`src/rtl/uart_host_port_if.sv`:
```
// Host UART endpoint signal bundle: byte stream in, byte stream out,
// serial pins with hardware flow control, and sticky error flags.
// Ports: master = the uart_host_port itself; slave = the logic driving it.
interface uart_host_port_if;
  logic [7:0] in_data;      // byte to transmit
  logic       in_valid;
  logic       in_ready;
  logic [7:0] out_data;     // head of the receive FIFO
  logic       out_valid;
  logic       out_ready;
  logic       tx;           // serial out, idle high
  logic       rx;           // serial in, asynchronous
  logic       cts;          // peer may accept, asynchronous
  logic       rts;          // we may accept
  logic       overrun;      // sticky: byte dropped, FIFO full
  logic       framing_err;  // sticky: byte dropped, bad stop bit
  logic       err_clear;    // clears both sticky flags

  modport master (
    input  in_data, in_valid, out_ready, rx, cts, err_clear,
    output in_ready, out_data, out_valid, tx, rts, overrun, framing_err
  );

  modport slave (
    output in_data, in_valid, out_ready, rx, cts, err_clear,
    input  in_ready, out_data, out_valid, tx, rts, overrun, framing_err
  );
endinterface

```
`src/rtl/uart_host_port.sv`:
```
// Host-side 8N1 UART with cts/rts flow control and a fall-through receive FIFO.
// Latency: tx falls 1 cycle after the input handshake; a received byte is
//   pushed about 9.5 bit times after its start edge, visible on out_valid 1 cycle later.
// Backpressure: in_ready only in TX idle with cts asserted; rts drops at the
//   FIFO high-water mark; bytes arriving while the FIFO is full are dropped (overrun).
// Ports: clk, reset (sync, active high), bus (uart_host_port_if.master).
module uart_host_port #(
  parameter int CLKS_PER_BIT   = 16,
  parameter int FIFO_DEPTH     = 8,
  parameter int RTS_HIGH_WATER = 6
) (
  input  logic             clk,
  input  logic             reset,
  uart_host_port_if.master bus
);

  localparam int CW = $clog2(CLKS_PER_BIT);
  localparam int AW = $clog2(FIFO_DEPTH);
  localparam logic [CW-1:0] BIT_LAST   = CW'(CLKS_PER_BIT - 1);
  localparam logic [CW-1:0] HALF_LAST  = CW'(CLKS_PER_BIT / 2 - 1);
  localparam logic [AW:0]   DEPTH_C    = (AW + 1)'(FIFO_DEPTH);
  localparam logic [AW:0]   HIGH_WATER = (AW + 1)'(RTS_HIGH_WATER);

  typedef enum logic [1:0] {IDLE, START, DATA, STOP} state_t;

  // ---------------------------------------------------------------- sync
  logic rx_meta, rx_sync, cts_meta, cts_sync;

  always_ff @(posedge clk) begin
    if (reset) begin
      rx_meta  <= 1'b1;
      rx_sync  <= 1'b1;
      cts_meta <= 1'b0;
      cts_sync <= 1'b0;
    end else begin
      rx_meta  <= bus.rx;
      rx_sync  <= rx_meta;
      cts_meta <= bus.cts;
      cts_sync <= cts_meta;
    end
  end

  // ---------------------------------------------------------------- transmit
  state_t          tx_state;
  logic [CW-1:0]   tx_cnt;
  logic [2:0]      tx_bit;
  logic [7:0]      tx_shift;
  logic            tx_line;

  // cts only gates the start of a frame; a frame in flight always finishes.
  assign bus.in_ready = (tx_state == IDLE) && cts_sync;
  assign bus.tx       = tx_line;

  always_ff @(posedge clk) begin
    if (reset) begin
      tx_state <= IDLE;
      tx_cnt   <= '0;
      tx_bit   <= '0;
      tx_shift <= '0;
      tx_line  <= 1'b1;
    end else begin
      case (tx_state)
        IDLE: begin
          tx_line <= 1'b1;
          if (bus.in_valid && bus.in_ready) begin
            tx_shift <= bus.in_data;
            tx_cnt   <= '0;
            tx_line  <= 1'b0;
            tx_state <= START;
          end
        end
        START: begin
          if (tx_cnt == BIT_LAST) begin
            tx_cnt   <= '0;
            tx_bit   <= '0;
            tx_line  <= tx_shift[0];
            tx_state <= DATA;
          end else begin
            tx_cnt <= tx_cnt + 1'b1;
          end
        end
        DATA: begin
          if (tx_cnt == BIT_LAST) begin
            tx_cnt   <= '0;
            // The line always shows bit 0 of the shifter; shift to expose the next.
            tx_shift <= tx_shift >> 1;
            if (tx_bit == 3'd7) begin
              tx_line  <= 1'b1;
              tx_state <= STOP;
            end else begin
              tx_bit  <= tx_bit + 1'b1;
              tx_line <= tx_shift[1];
            end
          end else begin
            tx_cnt <= tx_cnt + 1'b1;
          end
        end
        STOP: begin
          if (tx_cnt == BIT_LAST) begin
            tx_cnt   <= '0;
            tx_state <= IDLE;
          end else begin
            tx_cnt <= tx_cnt + 1'b1;
          end
        end
        default: tx_state <= IDLE;
      endcase
    end
  end

  // ---------------------------------------------------------------- receive
  state_t          rx_state;
  logic [CW-1:0]   rx_cnt;
  logic [2:0]      rx_bit;
  logic [7:0]      rx_shift;
  logic            rx_armed;   // line seen high since the last frame
  logic            rx_push;    // one-cycle pulse: rx_byte had a good stop bit
  logic [7:0]      rx_byte;
  logic            frame_evt;  // one-cycle pulse: stop bit was 0

  always_ff @(posedge clk) begin
    if (reset) begin
      rx_state  <= IDLE;
      rx_cnt    <= '0;
      rx_bit    <= '0;
      rx_shift  <= '0;
      rx_armed  <= 1'b0;
      rx_push   <= 1'b0;
      rx_byte   <= '0;
      frame_evt <= 1'b0;
    end else begin
      rx_push   <= 1'b0;
      frame_evt <= 1'b0;
      case (rx_state)
        IDLE: begin
          // After a frame (especially a framing error with the line still low)
          // the line must return high before a new start edge counts.
          if (rx_sync) begin
            rx_armed <= 1'b1;
          end else if (rx_armed) begin
            rx_cnt   <= '0;
            rx_state <= START;
          end
        end
        START: begin
          if (rx_cnt == HALF_LAST) begin
            // From here on rx_cnt wraps at mid-bit, so every later sample is centred.
            rx_cnt <= '0;
            if (rx_sync) begin
              rx_state <= IDLE;
            end else begin
              rx_bit   <= '0;
              rx_state <= DATA;
            end
          end else begin
            rx_cnt <= rx_cnt + 1'b1;
          end
        end
        DATA: begin
          if (rx_cnt == BIT_LAST) begin
            rx_cnt   <= '0;
            rx_shift <= {rx_sync, rx_shift[7:1]};
            if (rx_bit == 3'd7) begin
              rx_state <= STOP;
            end else begin
              rx_bit <= rx_bit + 1'b1;
            end
          end else begin
            rx_cnt <= rx_cnt + 1'b1;
          end
        end
        STOP: begin
          if (rx_cnt == BIT_LAST) begin
            rx_cnt   <= '0;
            rx_armed <= 1'b0;
            rx_state <= IDLE;
            if (rx_sync) begin
              rx_push <= 1'b1;
              rx_byte <= rx_shift;
            end else begin
              frame_evt <= 1'b1;
            end
          end else begin
            rx_cnt <= rx_cnt + 1'b1;
          end
        end
        default: rx_state <= IDLE;
      endcase
    end
  end

  // ---------------------------------------------------------------- FIFO
  logic [7:0]    mem [FIFO_DEPTH];
  logic [AW-1:0] wr_ptr, rd_ptr;
  logic [AW:0]   count, count_next;
  logic          full, out_valid_i, do_push, do_pop;
  logic          rts_q, overrun_q, framing_q;

  // Full is judged on the registered count, so a same-cycle pop never makes room.
  assign full        = (count == DEPTH_C);
  assign out_valid_i = (count != '0);
  assign do_push     = rx_push && !full;
  assign do_pop      = out_valid_i && bus.out_ready;

  always_comb begin
    count_next = count;
    if (do_push && !do_pop)
      count_next = count + 1'b1;
    else if (!do_push && do_pop)
      count_next = count - 1'b1;
  end

  always_ff @(posedge clk) begin
    if (do_push)
      mem[wr_ptr] <= rx_byte;
  end

  always_ff @(posedge clk) begin
    if (reset) begin
      wr_ptr    <= '0;
      rd_ptr    <= '0;
      count     <= '0;
      rts_q     <= 1'b0;
      overrun_q <= 1'b0;
      framing_q <= 1'b0;
    end else begin
      if (do_push) wr_ptr <= wr_ptr + 1'b1;
      if (do_pop)  rd_ptr <= rd_ptr + 1'b1;
      count <= count_next;
      rts_q <= (count_next < HIGH_WATER);
      // Set events take priority over a coincident clear.
      if (rx_push && full)    overrun_q <= 1'b1;
      else if (bus.err_clear) overrun_q <= 1'b0;
      if (frame_evt)          framing_q <= 1'b1;
      else if (bus.err_clear) framing_q <= 1'b0;
    end
  end

  // Masked when empty so stale storage never shows after reset or a drain.
  assign bus.out_data    = out_valid_i ? mem[rd_ptr] : 8'h00;
  assign bus.out_valid   = out_valid_i;
  assign bus.rts         = rts_q;
  assign bus.overrun     = overrun_q;
  assign bus.framing_err = framing_q;

endmodule
```
`src/flat_wrapper.sv`:
```
// flat-port wrapper written by rule: the top's interface ports become plain ports
module uart_host_port_flat 
#(
  parameter int CLKS_PER_BIT   = 16,
  parameter int FIFO_DEPTH     = 8,
  parameter int RTS_HIGH_WATER = 6
)
  (clk, reset, bus_in_data, bus_in_valid, bus_out_ready, bus_rx, bus_cts, bus_err_clear, bus_in_ready, bus_out_data, bus_out_valid, bus_tx, bus_rts, bus_overrun, bus_framing_err);
  uart_host_port_if bus_i ();
  input  logic clk;
  input  logic reset;
  input wire logic [$bits(bus_i.in_data)-1:0] bus_in_data;
  input wire logic [$bits(bus_i.in_valid)-1:0] bus_in_valid;
  input wire logic [$bits(bus_i.out_ready)-1:0] bus_out_ready;
  input wire logic [$bits(bus_i.rx)-1:0] bus_rx;
  input wire logic [$bits(bus_i.cts)-1:0] bus_cts;
  input wire logic [$bits(bus_i.err_clear)-1:0] bus_err_clear;
  output wire logic [$bits(bus_i.in_ready)-1:0] bus_in_ready;
  output wire logic [$bits(bus_i.out_data)-1:0] bus_out_data;
  output wire logic [$bits(bus_i.out_valid)-1:0] bus_out_valid;
  output wire logic [$bits(bus_i.tx)-1:0] bus_tx;
  output wire logic [$bits(bus_i.rts)-1:0] bus_rts;
  output wire logic [$bits(bus_i.overrun)-1:0] bus_overrun;
  output wire logic [$bits(bus_i.framing_err)-1:0] bus_framing_err;
  assign bus_i.in_data = bus_in_data;
  assign bus_i.in_valid = bus_in_valid;
  assign bus_i.out_ready = bus_out_ready;
  assign bus_i.rx = bus_rx;
  assign bus_i.cts = bus_cts;
  assign bus_i.err_clear = bus_err_clear;
  assign bus_in_ready = bus_i.in_ready;
  assign bus_out_data = bus_i.out_data;
  assign bus_out_valid = bus_i.out_valid;
  assign bus_tx = bus_i.tx;
  assign bus_rts = bus_i.rts;
  assign bus_overrun = bus_i.overrun;
  assign bus_framing_err = bus_i.framing_err;
  uart_host_port #(.CLKS_PER_BIT(CLKS_PER_BIT), .FIFO_DEPTH(FIFO_DEPTH), .RTS_HIGH_WATER(RTS_HIGH_WATER)) u_core (.clk(clk), .reset(reset), .bus(bus_i));
endmodule
```
`config.mk`:
```
export PLATFORM = sky130hd
export DESIGN_NAME = uart_host_port_flat
export DESIGN_NICKNAME = d
export VERILOG_FILES = /design/src/rtl/uart_host_port_if.sv /design/src/rtl/uart_host_port.sv /design/src/flat_wrapper.sv
export SDC_FILE = /design/constraint.sdc
export NUM_CORES = 1
export LEC_CHECK = 0
export BUFFER_PORTS_ARGS = -buffer_cell sky130_fd_sc_hd__buf_2
export CAP_MARGIN = 10
export CORE_UTILIZATION = 30
export DETAILED_ROUTE_END_ITERATION = 7
export PLACE_DENSITY = 0.51
export SYNTH_ARGS = -nofsm -noshare
export SYNTH_HDL_FRONTEND = slang
export SYNTH_SLANG_ARGS = --single-unit
```
`constraint.sdc`:
```
create_clock -name clk -period 3.75 [get_ports clk]
set_input_delay 0.375 -clock clk [delete_from_list [all_inputs] [get_ports clk]]
set_output_delay 0.375 -clock clk [all_outputs]
set_load 0.1 [all_outputs]
```
## Word-level counts from Yosys, hierarchy flattened

Memories as Yosys holds them, arrays and structs flattened. A register that Yosys moved wholly into a read port is not among the register bits.
Cells that the tools add are included.

| word-level totals | value |
|---|---|
| flip-flop bits (word level) | 63 |
| memory bits (writable) | 64 |
| input bits | 15 |
| output and inout port bits | 14 |
| word-level logic and storage cells | 149 |
| memories | 1 |

Memories:

| memory | depth | width | read ports | clocked after Yosys merged registers in | wr ports | RTL line | RTL |
|---|---|---|---|---|---|---|---|
| u_core.mem | 8 | 8 | 1 | 1 | 1 | uart_host_port.sv:193 | `logic [7:0] mem [FIFO_DEPTH];` |

| cells by class | value |
|---|---|
| add/sub/neg operators | 8 |
| $lt $le $gt $ge | 1 |
| equal/unequal tests | 27 |
| multiplexer cells | 54 |
| bitwise logic cells | 2 |
| reductions and logical operators | 33 |

Operators with widths:

| operator | number |
|---|---|
| 2-to-1 mux 4 bit | 8 |
| 2-to-1 mux 3 bit | 9 |
| 2-to-1 mux 2 bit | 12 |
| 2-to-1 mux 8 bit | 3 |
| != test 2 x 1 -> 1 bit, second input constant | 10 |
| case mux 2 bit (4 select lines) | 2 |
| case mux 8 bit (2 select lines) | 1 |
| 2-to-1 mux 1 bit | 13 |
| adder 3 x 1 -> 3 bit, second input constant | 4 |
| adder 4 x 1 -> 4 bit, second input constant | 3 |
| == test 4 bit, second input constant | 3 |
| case mux 3 bit (2 select lines) | 2 |
| case mux 4 bit (3 select lines) | 1 |
| AND reduction 3 bit | 4 |
| nonzero test 2 bit | 6 |
| != test 2 bit, second input constant | 5 |
| AND reduction 5 bit | 2 |
| == test 2 bit, second input constant | 4 |
| case mux 4 bit (2 select lines) | 1 |
| logical AND 1 bit | 7 |
| == test 3 bit, second input constant | 2 |
| AND reduction 6 bit | 1 |
| OR reduction 3 bit | 2 |
| == test 2 x 1 -> 1 bit, second input constant | 2 |
| other kinds (13) | 18 |

## Depth between registers and ports, before layout

Gate-level depths: netlist (run 1).

| logic depth | value |
|---|---|
| depth in word-level cells | 8 |
| depth in mapped cells | 11 |
| depth with buffers taken out | 11 |

## Worst setup path after synthesis (run 1)

OpenSTA, ideal clock, no wires.

| timing | value |
|---|---|
| kind | register to output |
| from | reg with a tool-made name |
| to | out bus_out_data[2] |
| arrival | 2.464 ns |
| data required time | 3.375 ns |
| setup slack | 0.911 ns |
| stages on the path, launching flop included | 6 |
| buffers on the path | 2 |
| path through | dfxtp_1 -> clkbuf_1 -> clkbuf_1 -> mux4_2 -> mux2i_1 -> nor2_1 |

RTL lines:

| item | RTL line | RTL |
|---|---|---|
| end, declared | flat_wrapper.sv:19 | `output wire logic [$bits(bus_i.out_data)-1:0] bus_out_data;` |

==> metrics.md, run 1 <==
| Metric | Value |
|---|---|
| Most used cells in the layout excluding fill and tap cells | `sky130_fd_sc_hd__dfxtp_1, sky130_fd_sc_hd__edfxtp_1, sky130_fd_sc_hd__nor2_1, sky130_fd_sc_hd__nand2_1, sky130_fd_sc_hd__a21oi_1` |
| Pins Over Slew Limit | `0` |
| P_leak | `~0.0023 uW` |
| Fillcell total | `around 1.8k` |
| Area grow syn2layout | `17.0%` |
| Number of buffers between clock root and the deepest sink | `2` |
| Die area | `0.0190 sq mm` |
| Number of placement rows | `around 50` |
| Initial drt markers | `between 150 and 200` |
| Detail Route Antenna Nets | `0` |
| Type of the setup path with the least slack | `flip-flop to output pin` |
| Post-Syn Nets | `between 400 and 500` |
| Share of the yosys chip area belonging to registers | `0.584` |
| Width of the die | `approximately 140 um` |
| Count of buffers from port buffering | `28` |
| Setup bufs post-CTS | `0` |
| Kind of path behind the tightest hold check | `primary input to flip-flop` |
| F_max | `~380 MHz` |
| Clock tree from TritonCTS | `built` |
| Post-Route WL | `~10,000 um` |
| Endpoints failing hold | `0` |
| Worst slew margin relative to its limit | `0.300` |
| Number of enable flip-flop cells after synthesis | `between 60 and 70` |
| Mean post-synth cell area | `12.0 sq um` |
| Post-Syn Instances | `462` |
| Yosys reg bits | `130` |
| Initial Utilization | `0.308` |
| Crit-path leading delay family | `flip-flops` |
| Clock latency at the later pin of the worst-skew pair | `between 400 and 500 ps` |
| Initial antenna violation count | `0` |
| Cell area after technology mapping | `roughly 0.0055 sq mm` |
| Yosys cell types | `~50` |
| Antenna diode count | `0` |
| Total global routing overflow | `0` |
| Via count normalized by instance count | `around 4.8` |
| Area of all sequential standard cells | `roughly 0.0032 sq mm` |
| Worst setup skew after layout | `around 6.6 ps` |
| Hold-fix buffers, CTS | `0` |
| Number of detailed-routing iterations run before antenna repair | `4` |
| Maximum net fanout on the critical path | `16` |
| Max-cap violations | `0` |
| Core region area | `0.0180 sq mm` |
| IO Count | `29` |
| Status | `completed` |
| Clock sink count | `between 100 and 150` |
| Final nets | `531` |
| Routed wirelength normalized by instance count | `between 10 and 15 um` |
| Placed wire-length estimate after detailed placement | `6960 um` |
| Final min period | `roughly 2700 ps` |
| Total negative setup slack | `0 ps` |
| Worst Path Buf+Inv | `1` |
| Crit path arrival time | `2290 ps` |
| GRT Resource Usage Total | `0.115` |
| Cells resized by post-CTS repair | `0` |
| Required time of the critical path | `approximately 3400 ps` |
| First-pass GRT wire length | `between 15,000 and 20,000 um` |
| Count of vias placed by the detailed router | `approximately 3.5k` |
| Worst Setup Start Kind | `flip-flop` |
| CTS H-tree lvls | `4` |
| Remaining design rule violation count | `0` |
| GPL Wtd Cong | `between 0.7 and 0.8` |
| Power per unit of standard cell area | `697 mW/mm^2` |
| Via count of the first global-routing pass | `around 3.6k` |
| RSZ-0062 raised after global routing | `false` |
| Design area | `0.00649 sq mm` |
| Number of setup violations in the final report | `0` |
| FFs w/ async S/R, synth | `0` |
| Clock transition at the register clock pins on the worst setup and hold paths after CTS | `60 ps` |
| Root buffer cell | `sky130_fd_sc_hd__clkbuf_16` |
| Most common cell after layout, fill and taps aside | `sky130_fd_sc_hd__dfxtp_1` |
| Most common flop cell mapped by yosys | `sky130_fd_sc_hd__dfxtp_1` |
| Stage delay of the slowest cell on the critical path | `between 800 and 900 ps` |
| Ys Warns | `0` |
| Slew of the pin with the lowest slew margin | `between 1000 and 1500 ps` |
| Total cell area at the placement stage | `about 0.0059 sq mm` |
| Share of post-route cells with drive strength above 1 | `0.176` |
| Combined area of the multi-input logic cells | `between 0.002 and 0.0025 sq mm` |
| Ordered cell list for the critical path | `mux4_2, mux2i_1, nor2_1, buf_2` |
| Setup slack of the worst register-to-register path | `roughly 1300 ps` |
| Pin count of the biggest net entering global routing | `49` |
| Max IR drop VDD | `approximately 680 uV` |
| Crit share post-route | `0.710` |
| Max stage delay cell, worst path | `sky130_fd_sc_hd__dfxtp_1` |
| Crit. End Element | `output pin` |
| Die height | `roughly 140 um` |
| CTS buffer count | `17` |
final timing paths:
kind                                                      start                         endpoint  depth (start not counted)
worst min register to register        u_core.rx_meta$_SDFF_PP1_        u_core.rx_sync$_SDFF_PP1_                          1
worst min-delay path                                     bus_rx        u_core.rx_meta$_SDFF_PP1_                          2
worst max-delay path                                  flip-flop                  bus_out_data[3]                          4
worst max register to register  u_core.tx_state[0]$_SDFFE_PP0P_  u_core.tx_shift[4]$_SDFFE_PP0P_                          6
synthesized netlist by cell type, types with 2 or more instances:
master                     instances  area share
sky130_fd_sc_hd__nor3b_1           4      0.0054
sky130_fd_sc_hd__inv_1            11      0.0074
sky130_fd_sc_hd__o31ai_1           2      0.0027
sky130_fd_sc_hd__a21oi_1          30       0.027
sky130_fd_sc_hd__nand3b_1          2      0.0027
sky130_fd_sc_hd__nand2b_1          7      0.0079
sky130_fd_sc_hd__nor2b_1           9       0.010
sky130_fd_sc_hd__nor2_1           49       0.033
sky130_fd_sc_hd__mux4_2           16       0.065
sky130_fd_sc_hd__nand2_1          42       0.028
sky130_fd_sc_hd__a22oi_1           4      0.0054
sky130_fd_sc_hd__a211oi_1          8       0.011
sky130_fd_sc_hd__and2_1            5      0.0056
sky130_fd_sc_hd__edfxtp_1         64        0.35
sky130_fd_sc_hd__xor2_1            4      0.0063
sky130_fd_sc_hd__mux2i_1          24       0.043
sky130_fd_sc_hd__and3_1            2      0.0023
sky130_fd_sc_hd__or4_1             2      0.0027
sky130_fd_sc_hd__nor3_1            5      0.0045
sky130_fd_sc_hd__nor4_1            4      0.0045
sky130_fd_sc_hd__a311oi_1          2      0.0032
sky130_fd_sc_hd__dfxtp_1          66        0.24
sky130_fd_sc_hd__a21o_1            2      0.0027
sky130_fd_sc_hd__o21ai_0          10      0.0090
sky130_fd_sc_hd__o41ai_1           2      0.0032
sky130_fd_sc_hd__nand4b_1          4      0.0063
sky130_fd_sc_hd__buf_2             6      0.0054
sky130_fd_sc_hd__nand4_1           3      0.0034
sky130_fd_sc_hd__or2_2             4      0.0045
sky130_fd_sc_hd__nand3_1          11      0.0099
sky130_fd_sc_hd__ha_1             22       0.050
sky130_fd_sc_hd__a211o_1           4      0.0063
sky130_fd_sc_hd__buf_1             3      0.0020
sky130_fd_sc_hd__clkbuf_1         12      0.0081
layer usage:
| metal | vias up | global-route usage | wire (um) | part of all wire |
|---|---|---|---|---|
| met5 | - | 0 | 0 | 0 |
| met4 | 0 | 0.0416 | 122 | 0.012 |
| met3 | 11 | 0.0312 | 276 | 0.026 |
| met2 | 45 | 0.188 | 4960 | 0.48 |
| met1 | 1721 | 0.144 | 5080 | 0.49 |
| li1 | 1769 | - | - | - |
power breakdown:
part	total, uW	switching [uW]	internal (uW)
sequential	1600	61.8	1540
clock	1560	633	922
combinational	1370	1000	372
area by class of cell:
class                           count  area share
Clock buffer                       19      0.0667
Timing Repair Buffer               34      0.0281
Clock inverter                     13      0.0195
Multi-Input combinational cell    300       0.336
Sequential cell                   130       0.500
Tap cell                          229      0.0441
Inverter                           11     0.00636
sequential cells by signal (all words and copies together), names as in the netlist, 4 cells and up, named ones only:
| name | flops |
|---|---|
| u_core.mem | 64 |
| u_core.rx_shift | 8 |
| u_core.rx_cnt | 4 |
| u_core.count | 4 |
| u_core.tx_cnt | 4 |
| u_core.tx_shift | 8 |
| u_core.rx_byte | 8 |
worst register-to-register path: cells and delay by family, from the launching register on:
kind | cells | cell delay (ps)
AO/OA/AOI/OAI | 2 | 1090
adder cells (fa/ha/maj) | 1 | 630
AND/OR/NAND/NOR | 2 | 200
buffers and inverters | 1 | 130
flip-flops | 1 | 330
cell families (layout without fill, tap and decap cells):
logic type                 count (synthesis)  in the layout  synth area share
AOI/OAI and AO/OA                         72             72            0.0819
xor gates and xnor gates                   4              4           0.00631
adders and majority gates                 22             22            0.0496
buffers and inverters                     32             77            0.0230
DFF                                      130            130             0.584
muxes                                     40             40             0.108
and+or+nand+nor                          162            162             0.147
through the flow:
stage	hold WS, ps	total power, uW	setup slack (ps)	util	cells
after floorplan	389	2760	911	-	462
after global placement	395	2990	1370	0.329	703
after detailed placement	393	3010	1280	0.329	703
after CTS	140	4580	1030	0.360	735
after global routing	144	4740	874	0.360	736
final	157	4530	1090	0.360	736
(Power assumes the default switching activity.)
==> inputs of run 2 (changes only) <==
- clock period: 3.75 -> 2.7 ns (I/O delays scaled with it)
==> metrics.md, run 2 (synthesis results as in run 1) <==
| Metric | Value |
|---|---|
| Root buffer cell | `sky130_fd_sc_hd__clkbuf_16 (unchanged)` |
| Worst setup skew after layout | `9.24 ps (was 6.62 ps)` |
| Die area | `0.0190 sq mm (unchanged)` |
| Via count normalized by instance count | `4.83 (was 4.82)` |
| Switching share of total power | `0.350 (was 0.374)` |
| Number of placement rows | `49 (unchanged)` |
| Register containing the most flip-flops in the final layout | `u_core.mem (unchanged)` |
| Worst Slack Setup Final | `328 ps (was 1090 ps)` |
| Clock transition at the register clock pins on the worst setup and hold paths after CTS | `60 ps (about the same)` |
| Pin count of the biggest net entering global routing | `28 (was 49)` |
| Cell-internal power | `4320 uW (was 2830 uW)` |
| Post-Route WL | `10,500 um (was 10,400 um)` |
| Count of vias placed by the detailed router | `3,602 (was 3,546)` |
| RSZ-0062 raised after global routing | `false (unchanged)` |
| Clock sink count | `130 (unchanged)` |
| Pre-CTS setup slack | `411 ps (was 1280 ps)` |
| Max IR drop VDD | `983 uV (was 683 uV)` |
| Part of the power in combinational logic | `0.292 (was 0.303)` |
| Reported net switching power | `2330 uW (was 1690 uW)` |
| Worst Setup Start Kind | `flip-flop (unchanged)` |
| Total global routing overflow | `0 (unchanged)` |
| Pins Over Slew Limit | `0 (unchanged)` |
| Clk pwr share | `0.375 (was 0.344)` |
| First-pass GRT wire length | `18,000 um (was 17,500 um)` |
| IO Count | `29 (unchanged)` |
| Power, Total | `6660 uW (was 4530 uW)` |
| Setup bufs post-CTS | `0 (unchanged)` |
| Clock latency at the later pin of the worst-skew pair | `420 ps (was 410 ps)` |
| Worst slew margin relative to its limit | `0.514 (was 0.300)` |
| Initial drt markers | `272 (was 182)` |
| Detail Route Antenna Nets | `0 (unchanged)` |
| Count of buffers from port buffering | `28 (unchanged)` |
| Core region area | `0.0180 sq mm (unchanged)` |
| Area grow syn2layout | `20.0% (was 17.0%)` |
| Design area | `0.00666 sq mm (was 0.00649 sq mm)` |
| Initial antenna violation count | `0 (unchanged)` |
| Crit share post-route | `0.879` |
| Crit. End Element | `output pin (unchanged)` |
| Endpoints failing hold | `0 (unchanged)` |
| Antenna diode count | `0 (unchanged)` |
| Power per unit of standard cell area | `1000 mW/mm^2 (was 697 mW/mm^2)` |
| GRT Resource Usage Total | `0.120 (was 0.115)` |
| Initial Utilization | `0.308 (unchanged)` |
| Hold-fix buffers, CTS | `0 (unchanged)` |
| Type of the setup path with the least slack | `flip-flop to output pin (unchanged)` |
| Share of post-route cells with drive strength above 1 | `0.192 (was 0.176)` |
| Remaining design rule violation count | `0 (unchanged)` |
| F_max | `roughly 420 MHz` |
| Most used cells in the layout excluding fill and tap cells | `sky130_fd_sc_hd__dfxtp_1, sky130_fd_sc_hd__edfxtp_1, sky130_fd_sc_hd__nor2_1, sky130_fd_sc_hd__nand2_1, sky130_fd_sc_hd__a21oi_1 (unchanged)` |
| Final nets | `540 (was 531)` |
| Routed wirelength normalized by instance count | `14.2 um (about the same)` |
| Required time of the critical path | `2430 ps (was 3380 ps)` |
| Max-cap violations | `0 (unchanged)` |
| Total cell area at the placement stage | `0.00601 sq mm (was 0.00593 sq mm)` |
| Width of the die | `138 um (unchanged)` |
| Die height | `138 um (unchanged)` |
| Slew of the pin with the lowest slew margin | `729 ps (was 1050 ps)` |
| Number of detailed-routing iterations run before antenna repair | `4 (unchanged)` |
| Kind of path behind the tightest hold check | `primary input to flip-flop (unchanged)` |
| Number of placed instances, taps included | `713 (was 703)` |
| GPL Wtd Cong | `0.746 (was 0.733)` |
| Number of buffers between clock root and the deepest sink | `2 (unchanged)` |
| CTS buffer count | `17 (unchanged)` |
| Crit path arrival time | `2100 ps (was 2290 ps)` |
| P_leak | `0.00241 uW (was 0.00232 uW)` |
| Placed wire-length estimate after detailed placement | `7110 um (was 6960 um)` |
| Clock tree from TritonCTS | `built (unchanged)` |
| Maximum net fanout on the critical path | `16 (unchanged)` |
| Share of total power in sequential cells | `0.333 (was 0.353)` |
| Final min period | `approximately 2400 ps` |
| Status | `completed (unchanged)` |
| CTS H-tree lvls | `4 (unchanged)` |
| Final standard cell count with taps included and fillers excluded | `745 (was 736)` |
| Via count of the first global-routing pass | `3,525 (was 3,561)` |
| Max FFs per register | `64 (unchanged)` |
| Cells resized by post-CTS repair | `0 (unchanged)` |
| Most common cell after layout, fill and taps aside | `sky130_fd_sc_hd__dfxtp_1 (unchanged)` |
| Number of setup violations in the final report | `0 (unchanged)` |
-- run 2: cell types whose count changed in the layout (fill, tap and decap cells not counted) --
cell and change:
sky130_fd_sc_hd__buf_2 -1, sky130_fd_sc_hd__buf_4 +10, sky130_fd_sc_hd__bufinv_16 +4, sky130_fd_sc_hd__clkbuf_1 +1, sky130_fd_sc_hd__clkinvlp_4 -1, sky130_fd_sc_hd__inv_1 -1
sky130_fd_sc_hd__inv_6 -3, sky130_fd_sc_hd__nand2_1 -1, sky130_fd_sc_hd__nand2_2 +1, sky130_fd_sc_hd__nor3b_2 -1, sky130_fd_sc_hd__nor3b_4 +1
-- run 2: cell type report --
type	count	area, sq um
Clock buffer	20	437
Timing Repair Buffer	43	253
Multi-Input combinational cell	300	2190
Inverter	11	45.0
Fill cell	1783	11400
Sequential cell	130	3240
Clock inverter	12	205
Tap cell	229	287
-- run 2: stage by stage --
step / TNS, ps / hold WS (ps) / util
4_1_cts: 0 / 18.7 / 0.369
3_3_place_gp: 0 / 395 / 0.334
3_5_place_dp: 0 / 401 / 0.334
5_1_grt: 0 / 32.8 / 0.369
6_report: 0 / 36.6 / 0.369
2_1_floorplan: -285 / 374 / -
-- run 2: path summary, 6_finish.rpt --
kind / cells after the start / startpoint / endpoint / slack [ps]
max: 5 / flip-flop / bus_out_data[6] / 330
min: 2 / bus_rx / u_core.rx_meta$_SDFF_PP1_ / 40
max reg2reg: 11 / u_core.count[0]$_SDFFE_PP0P_ / u_core.bus.rts$_SDFF_PP0_ / 390
min reg2reg: 1 / u_core.rx_meta$_SDFF_PP1_ / u_core.rx_sync$_SDFF_PP1_ / 410
-- run 2: power by group through the flow --
stage	sequential, uW	clock (uW)	combinational (uW)
after floorplan	2310	0	1560
after global placement	2250	0	1940
after detailed placement	2260	0	1960
after CTS	2220	2550	1970
after global routing	2230	2630	2100
final	2220	2490	1950
-- run 2: metal layers --
metal | vias to the layer above | track usage | wire length [um]
li1 | 1794 | - | -
met1 | 1729 | 0.152 | 5020
met2 | 65 | 0.186 | 4920
met3 | 14 | 0.0367 | 434
met4 | 0 | 0.0607 | 167
met5 | - | 0 | 0
-- run 2: critical path: stages (launching register included) --
cell and delay [ps]:
sky130_fd_sc_hd__dfxtp_1 300, sky130_fd_sc_hd__buf_4 320, sky130_fd_sc_hd__mux4_2 580, sky130_fd_sc_hd__mux2i_1 140
sky130_fd_sc_hd__nor2_1 50, sky130_fd_sc_hd__buf_2 280
